==> src/rtl/xgmii_rs_fault.sv <==
// RS link fault handler: decodes rx fault sequences, runs the link fault FSM, overrides tx toward the PHY.
// Latency: 1 cycle rx->status and tx->tx_out; no backpressure (XGMII is free-running).
module xgmii_rs_fault #(
  parameter int C_COL_WINDOW = 128,
  parameter int C_SEQ_THRESH = 4
) (
  input  logic        clk156,
  input  logic        reset,
  input  logic [63:0] xgmii_rxd,
  input  logic [7:0]  xgmii_rxc,
  input  logic [63:0] xgmii_txd,
  input  logic [7:0]  xgmii_txc,
  input  logic        clr_cnt,
  output logic [63:0] xgmii_txd_out,
  output logic [7:0]  xgmii_txc_out,
  output logic [1:0]  link_fault,
  output logic        linkup,
  output logic [15:0] local_fault_cnt,
  output logic [15:0] remote_fault_cnt
);

  localparam int SW = $clog2(C_SEQ_THRESH + 1);
  localparam int CW = $clog2(C_COL_WINDOW + 1);
  localparam logic [SW-1:0] SEQ_MAX = SW'(C_SEQ_THRESH);
  localparam logic [CW-1:0] COL_MAX = CW'(C_COL_WINDOW);
  localparam logic [63:0] IDLE_D = 64'h0707070707070707;
  localparam logic [63:0] RF_D   = 64'h0200009C0200009C;

  // 00 doubles as "no sequence seen" for last_type and "link OK" for the fault state
  typedef enum logic [1:0] {FLT_NONE = 2'b00, FLT_LOCAL = 2'b01, FLT_REMOTE = 2'b10} fault_t;

  fault_t          last_type, lf_q, t_n, lf_n, col_t;
  logic [SW-1:0]   seq_cnt, seq_n;
  logic [CW-1:0]   col_cnt, col_n;
  logic [31:0]     col_d;
  logic [3:0]      col_c;
  logic            ovr_active, ovr_n, mac_idle;
  logic [63:0]     txd_n;
  logic [7:0]      txc_n;

  always_comb begin
    t_n   = last_type;
    lf_n  = lf_q;
    seq_n = seq_cnt;
    col_n = col_cnt;
    col_d = '0;
    col_c = '0;
    col_t = FLT_NONE;
    for (int c = 0; c < 2; c++) begin
      col_d = xgmii_rxd[c*32 +: 32];
      col_c = xgmii_rxc[c*4 +: 4];
      col_t = FLT_NONE;
      if (col_c == 4'b0001 && col_d[23:0] == 24'h00009C) begin
        if (col_d[31:24] == 8'h01)
          col_t = FLT_LOCAL;
        else if (col_d[31:24] == 8'h02)
          col_t = FLT_REMOTE;
      end
      if (col_t != FLT_NONE) begin
        if (col_t != t_n) begin
          t_n   = col_t;
          seq_n = SW'(1);
        end else if (seq_n < SEQ_MAX) begin
          seq_n = seq_n + SW'(1);
        end
        col_n = '0;
        if (seq_n >= SEQ_MAX)
          lf_n = col_t;
      end else begin
        col_n = col_n + CW'(1);
        if (col_n == COL_MAX) begin
          lf_n  = FLT_NONE;
          seq_n = '0;
          col_n = '0;
          t_n   = FLT_NONE;
        end
      end
    end
  end

  // Tx select uses the registered fault state, so rx faults reach the PHY two edges later
  always_comb begin
    txd_n    = xgmii_txd;
    txc_n    = xgmii_txc;
    ovr_n    = ovr_active;
    mac_idle = (xgmii_txc == 8'hFF) && (xgmii_txd == IDLE_D);
    case (lf_q)
      FLT_LOCAL: begin
        txd_n = RF_D;
        txc_n = 8'h11;
        ovr_n = 1'b1;
      end
      FLT_REMOTE: begin
        txd_n = IDLE_D;
        txc_n = 8'hFF;
        ovr_n = 1'b1;
      end
      default: begin
        if (ovr_active && !mac_idle) begin
          txd_n = IDLE_D;
          txc_n = 8'hFF;
        end else begin
          ovr_n = 1'b0;
        end
      end
    endcase
  end

  always_ff @(posedge clk156 or posedge reset) begin
    if (reset) begin
      last_type        <= FLT_NONE;
      lf_q             <= FLT_LOCAL;
      seq_cnt          <= '0;
      col_cnt          <= '0;
      ovr_active       <= 1'b1;
      linkup           <= 1'b0;
      xgmii_txd_out    <= IDLE_D;
      xgmii_txc_out    <= 8'hFF;
      local_fault_cnt  <= '0;
      remote_fault_cnt <= '0;
    end else begin
      last_type     <= t_n;
      lf_q          <= lf_n;
      seq_cnt       <= seq_n;
      col_cnt       <= col_n;
      ovr_active    <= ovr_n;
      linkup        <= (lf_n == FLT_NONE);
      xgmii_txd_out <= txd_n;
      xgmii_txc_out <= txc_n;
      if (clr_cnt)
        local_fault_cnt <= '0;
      else if (lf_n == FLT_LOCAL && lf_q != FLT_LOCAL && local_fault_cnt != 16'hFFFF)
        local_fault_cnt <= local_fault_cnt + 16'd1;
      if (clr_cnt)
        remote_fault_cnt <= '0;
      else if (lf_n == FLT_REMOTE && lf_q != FLT_REMOTE && remote_fault_cnt != 16'hFFFF)
        remote_fault_cnt <= remote_fault_cnt + 16'd1;
    end
  end

  assign link_fault = lf_q;

endmodule
==> config.mk <==
export PLATFORM = sky130hd
export DESIGN_NAME = xgmii_rs_fault
export DESIGN_NICKNAME = d
export VERILOG_FILES = /design/src/rtl/xgmii_rs_fault.sv
export SDC_FILE = /design/constraint.sdc
export NUM_CORES = 1
export LEC_CHECK = 0
export ABC_AREA = 1
export CAP_MARGIN = 20
export CORE_MARGIN = 2
export CORE_UTILIZATION = 25
export DETAILED_ROUTE_END_ITERATION = 10
export PLACE_DENSITY = 0.56
export SLEW_MARGIN = 15
export SYNTH_ARGS = -nofsm -noshare
export SYNTH_HDL_FRONTEND = slang
export SYNTH_SLANG_ARGS = --single-unit
==> constraint.sdc <==
create_clock -name clk156 -period 6.2 [get_ports clk156]
set_input_delay 0.62 -clock clk156 [delete_from_list [all_inputs] [get_ports clk156]]
set_output_delay 0.62 -clock clk156 [all_outputs]
set_load 0.02 [all_outputs]
## After elaboration in Yosys (flattened, before gate mapping)

Index checks and enable logic that the tools add are counted.

| operators by class | value |
|---|---|
| add/sub/neg operators | 6 |
| $lt $le $gt $ge | 4 |
| equal/unequal tests | 23 |
| mux-type cells | 42 |
| reduce and logical (&&, ||, !) cells | 15 |

Operators by type and width:

| cell | count |
|---|---|
| $pmux 64 s2 | 1 |
| $eq 64x59->1 const B | 1 |
| $mux 16 | 4 |
| $mux 64 | 1 |
| $eq 24x8->1 const B | 2 |
| $mux 8 | 5 |
| $mux 2 | 18 |
| $add 16x1->16 const B | 2 |
| $ne 16x16->1 const B | 2 |
| $mux 3 | 10 |
| $eq 8x8->1 const B | 3 |
| $add 8x1->8 const B | 2 |
| $eq 8x1->1 const B | 2 |
| $eq 8x2->1 const B | 2 |
| $pmux 8 s2 | 1 |
| $eq 4x1->1 const B | 2 |
| $logic_and 1x1->1 | 8 |
| $reduce_bool 2->1 | 4 |
| $add 3x1->3 const B | 2 |
| $ge 3x3->1 const B | 2 |
| $lt 3x3->1 const B | 2 |
| $eq 2x1->1 const B | 2 |
| $eq 2x2->1 const B | 2 |
| $ne 2x2->1 | 2 |
| 6 further kinds | 8 |

| word-level totals | value |
|---|---|
| flip-flop bits (word level) | 121 |
| input bits | 147 |
| output and inout port bits | 107 |
| logic and storage cells | 100 |

## Depth between registers and ports, before layout

| depth | value |
|---|---|
| depth in word-level cells | 20 |
| depth in mapped cells | 23 |

## Least setup slack after synthesis

Ideal clock, no wire load.

| timing path | value |
|---|---|
| path kind | input-to-reg |
| start point | in xgmii_rxd[25] |
| end point | reg remote_fault_cnt[6] |
| data arrival time | 2.690 ns |
| required time | 6.083 ns |
| slack | 3.393 ns |
| cell stages on the path | 20 |
| path buffers | 1 |
| path through | inv_1 > nor2_1 > nand3_1 > nor2_2 > o21ai_2 > nand3_2 > inv_1 > ha_1 > nand3_1 > nor2_1 > nand2_1 > nand2_1 > nand3_2 > nor2_2 > nand3_2 > nand4_4 > nand2_4 > buf_8 > nand2_2 > nand2_1 |

| between the ends | value |
|---|---|
| word-level cells in the longest chain between the ends | 19 |
| elaborated cells between the ends (all ways) | 32 |

Ends and longest elaborated chain:

| what | line | text |
|---|---|---|
| start: declaration | 9 | `input logic [63:0] xgmii_rxd,` |
| $eq 8x2->1 | 56 | `else if (col_d[31:24] == 8'h02)` |
| $mux 2 | 56 |  |
| $mux 2 * | 54 | `if (col_d[31:24] == 8'h01)` |
| $mux 2 * | 53 | `if (col_c == 4'b0001 && col_d[23:0] == 24'h00009C) begin` |
| $ne 2x2->1 | 60 | `if (col_t != t_n) begin` |
| $mux 3 | 60 |  |
| $mux 3 (2 in a row) | 59 | `if (col_t != FLT_NONE) begin` |
| $add 3x1->3 or $lt 3x3->1 (tied branches) | 64, 63 |  |
| $mux 3 | 63 | `end else if (seq_n < SEQ_MAX) begin` |
| $mux 3 | 60 |  |
| $mux 3 | 59 |  |
| $ge 3x3->1 | 67 | `if (seq_n >= SEQ_MAX)` |
| $mux 2 | 67 |  |
| $mux 2 * | 59 |  |
| $eq 2x2->1 * | 136 | `else if (lf_n == FLT_REMOTE && lf_q != FLT_REMOTE && remote_fault_cnt != 16'hFFFF)` |
| $logic_and 1x1->1 * (2 in a row) | 136 |  |
| $reduce_bool 2->1 (no line) * | -- |  |
| end signal: assignment | 137 | `remote_fault_cnt <= remote_fault_cnt + 16'd1;` |
| end: declaration | 19 | `output logic [15:0] remote_fault_cnt` |

Mark *: on every way between the ends. The rest lies on a longest branch, timed or not. The select of a mux whose other input is x is not followed.
A chain may end at the register's enable or synchronous reset.

## Worst setup path in the final report

| timing path | value |
|---|---|
| start point | in xgmii_rxd[3] |
| end point | reg remote_fault_cnt[13] |

| between the ends | value |
|---|---|
| word-level cells in the longest chain between the ends | 18 |
| elaborated cells between the ends (all ways) | 30 |

Ends and longest elaborated chain:

| what | line |
|---|---|
| $eq 24x8->1 * | 53 |
| $logic_and 1x1->1 * | 53 |
| $mux 2 * | 53 |
| $ne 2x2->1 | 60 |
| $mux 3 | 60 |
| $mux 3 (2 in a row) | 59 |
| $add 3x1->3 or $lt 3x3->1 (tied branches) | 64, 63 |
| $mux 3 | 63 |
| $mux 3 | 60 |
| $mux 3 | 59 |
| $ge 3x3->1 | 67 |
| $mux 2 | 67 |
| $mux 2 * | 59 |
| $eq 2x2->1 * | 136 |
| $logic_and 1x1->1 * (2 in a row) | 136 |
| $reduce_bool 2->1 (no line) * | -- |

Marked as above.

==> summary.md <==
| Metric | Value |
|---|---|
| Number of global-route vias before repair | `6712` |
| # hold bufs at CTS | `0` |
| Wire length on met1 | `8.477 mm` |
| Final setup skew | `12.63 ps` |
| Syn avg cell area | `7.424 µm²` |
| Core Area | `26800 µm²` |
| Cell total after placement | `1493` |
| Area grow syn2layout | `51.71%` |
| Crit. End Element | `flip-flop` |
| Final instance area | `10290 µm²` |
| Final hold viol count | `0` |
| CTS root buf | `clkbuf_16` |
| I/O Buffers | `253` |
| Pleak | `4.777 nW` |
| Post-synthesis sequential area ratio | `0.4525` |
| Layout Nets | `1327` |
| Hold slack | `565.7 ps` |
| Post-CTS Setup Repair Bufs | `0` |
| CP max-delay cell | `clkdlybuf4s50_1` |
| P per Cell Area | `207.6 nW/µm²` |
| Outcome | `finished clean` |
| Initial DRC Count | `317` |
| Flops & latches, synth | `121` |
| Unique cell type count in the Yosys netlist | `49` |
| Initial Utilization | `0.2532` |
| Max Cap Violations | `0` |
| Clock transition at path regs | `60 ps` |
| Maximum operating frequency | `0.2971 GHz` |
| Most frequent cell on the critical path | `nand2_1` |
| I/O pins | `254` |
| Rel. slew slack | `0.3697` |
| CP delay by family, top | `simple AND/OR/NAND/NOR gates` |
| Worst setup margin | `2834 ps` |
| Proportion of layout cells with a drive suffix above 1 | `0.1131` |
| Vias per cell | `4.372` |
| Placed cell area | `9693 µm²` |
| WP data required | `6550 ps` |
| Largest net degree at the start of global routing | `73` |
| DRC violations left | `0` |
| ANT cells | `0` |
| Warnings from Yosys | `0` |
| RSZ-0062 raised after global routing | `false` |
| Total CTS buffers | `17` |
| Met2 wire len | `10.42 mm` |
| CP startpoint | `xgmii_rxd[3]` |
| H-Tree Depth | `4` |
| Total power | `2.137 mW` |
| Final slew viol count | `0` |
| Final Core Density | `0.3841` |
| HP Start | `remote_fault_cnt[3]$_DFFE_PP0P_` |
| Post-CTS sizing | `0` |
| Later-pin clock latency in the skew report | `420 ps` |
| First-pass GRT wire length | `34.47 mm` |
| DP Worst Slack | `2423 ps` |
| CTS tree | `built` |
| Hpwl dp | `16.56 mm` |
| Gate Count Post-Synth | `914` |
| # setup viols final | `0` |
| Setup Total Neg Slack | `0 ps` |
| # rows | `60` |
| Die height | `168.7 µm` |
| Final worst path period need | `3366 ps` |
| Synth Cell Area | `6785 µm²` |
| FF-to-FF Start | `col_cnt[1]$_DFF_PP0_` |
| Global placement routability congestion | `0.8629` |
| Die W | `168.7 µm` |
| Initial antenna violation count | `0` |
| Worst path bufs/invs | `2` |
| Worst vdd ir | `0.0001485 V` |
| Max Used Layer | `met4` |
| CP Max Fanout | `17` |
| Measured slew at the worst slew-check pin | `945.4 ps` |
| Antenna Nets Post-Route | `0` |
| HP Class | `reg2reg` |
| Critical-path cell list | `clkdlybuf4s50_1, nand2_1, nor2_1, nand2_1, inv_1, nand2_1, nor2_1, nand3_1, a21oi_1, a31oi_1, ha_1, nand3b_1, nand3_1, nand2_1, nand2_2, nand4_4, nand2_4, nand2_1, nand2_1` |
| Die ar. | `28470 µm²` |
| Grt ovf | `0` |
| Fin cells | `1526` |
| Total global routing track utilization | `0.1534` |
| Routed WL | `21.35 mm` |
| Crit path kind | `in2reg` |
| Syn Nets | `1069` |
| CP max stage delay | `500 ps` |
| Tcrit/Tclk final | `0.5429` |
| Crit path launch type | `input pin` |
| DR vias | `6672` |
| Routed wire length per instance | `13.99 µm` |
| Clock buffer depth | `2` |
| Drt pass-1 iters | `4` |
| Met3 WL | `2.028 mm` |
| Sink Count | `121` |
| Arr. time, crit path | `3710 ps` |
## layer usage
layer  up-vias  global-route usage
met4         0             0.05210
met5         -                   0
met1      3069              0.1700
met3        27             0.06406
met2       207              0.2653
li1       3369                   -
## path summary, 6_finish.rpt
| kind | end | slack (ps) | depth (start not counted) |
|---|---|---|---|
| max in group asynchronous | xgmii_txd_out[3]$_DFF_PP0_ | 4300 | 3 |
| hold reg to reg | remote_fault_cnt[3]$_DFFE_PP0P_ | 570 | 2 |
| setup reg to reg | remote_fault_cnt[13]$_DFFE_PP0P_ | 2930 | 22 |
| min in group asynchronous | last_type[1]$_DFF_PP0_ | 750 | 2 |
| setup / recovery | remote_fault_cnt[13]$_DFFE_PP0P_ | 2830 | 19 |
| hold / removal | remote_fault_cnt[3]$_DFFE_PP0P_ | 570 | 2 |
## kinds of logic (layout without fill, tap and decap cells)
group	Yosys count	after routing	synth area share
flops	121	121	0.4525
xor+xnor	17	17	0.02194
fa+ha+maj	8	8	0.01475
buf+inv	158	429	0.09128
simple gates	574	574	0.3848
compound gates	36	36	0.03467
## flip-flops by register name, indices dropped and copies added (netlist names)
name	cells
ovr_active	1
remote_fault_cnt	16
last_type	2
link_fault	2
linkup	1
xgmii_txd_out	64
xgmii_txc_out	8
seq_cnt	3
col_cnt	8
local_fault_cnt	16
## power breakdown
group          switching (mW)  internal (mW)
Combinational           0.134          0.154
Sequential             0.0134          0.826
Clock                   0.439          0.571
Total                   0.587           1.55
## layout make-up
cell class	count	area (µm²)
multi-input combinational	635	3098
tap	341	426.7
fill	2755	16510
sequential	121	3070
timing repair buffer	259	2597
clock buffer	17	425.4
clock inverter	15	155.1
inverter	138	520.5
## cells in the final DEF (no fill, tap or decap), types with 6 or more instances in the layout
cell / count
nor2_1: 209
clkdlybuf4s50_1: 253
nand4_1: 25
inv_1: 132
dfrtp_1: 87
nor2_2: 10
a21oi_1: 13
dfstp_2: 34
nand3_1: 62
inv_6: 6
nor4_1: 9
ha_1: 8
or2_2: 6
nor3_1: 9
xor2_1: 9
xnor2_1: 8
nand2_1: 189
o21ai_0: 6
nand2_2: 25
clkbuf_16: 17
## synth_stat cells, drive strengths merged
library cell	n	area [µm²]
nand3	67	367.9
inv	136	510.5
nand2	216	888.3
buf	4	41.28
and3	3	18.77
clkinv	2	7.510
nand3b	5	37.54
nor2	223	889.6
a311oi	2	17.52
o221ai	1	8.760
dfstp	34	893.4
nor4	9	56.30
ha	8	100.1
a31o	1	8.760
xor2	9	78.83
a31oi	2	12.51
o21bai	2	15.01
dfrtp	87	2177
o2111ai	1	8.760
nand4	28	211.5
a221oi	1	8.760
o41a	1	11.26
clkbuf	16	60.06
nor3	9	45.04
a21o	1	7.510
o2111a	1	11.26
or2	6	37.54
o21ai	8	43.79
a21oi	13	65.06
o41ai	1	8.760
nor3b	4	30.03
and2	3	21.27
o31ai	1	7.510
xnor2	8	70.07
or4	1	7.510
## worst reg2reg max path: cells and delay by family (launching register included)
family	cells	cell delay, ps
buffers and inverters	2	160
DFF	1	400
adders and majority gates	2	390
and+or+nand+nor	18	2190
Note: power is estimated with default switching activity, not from simulation.
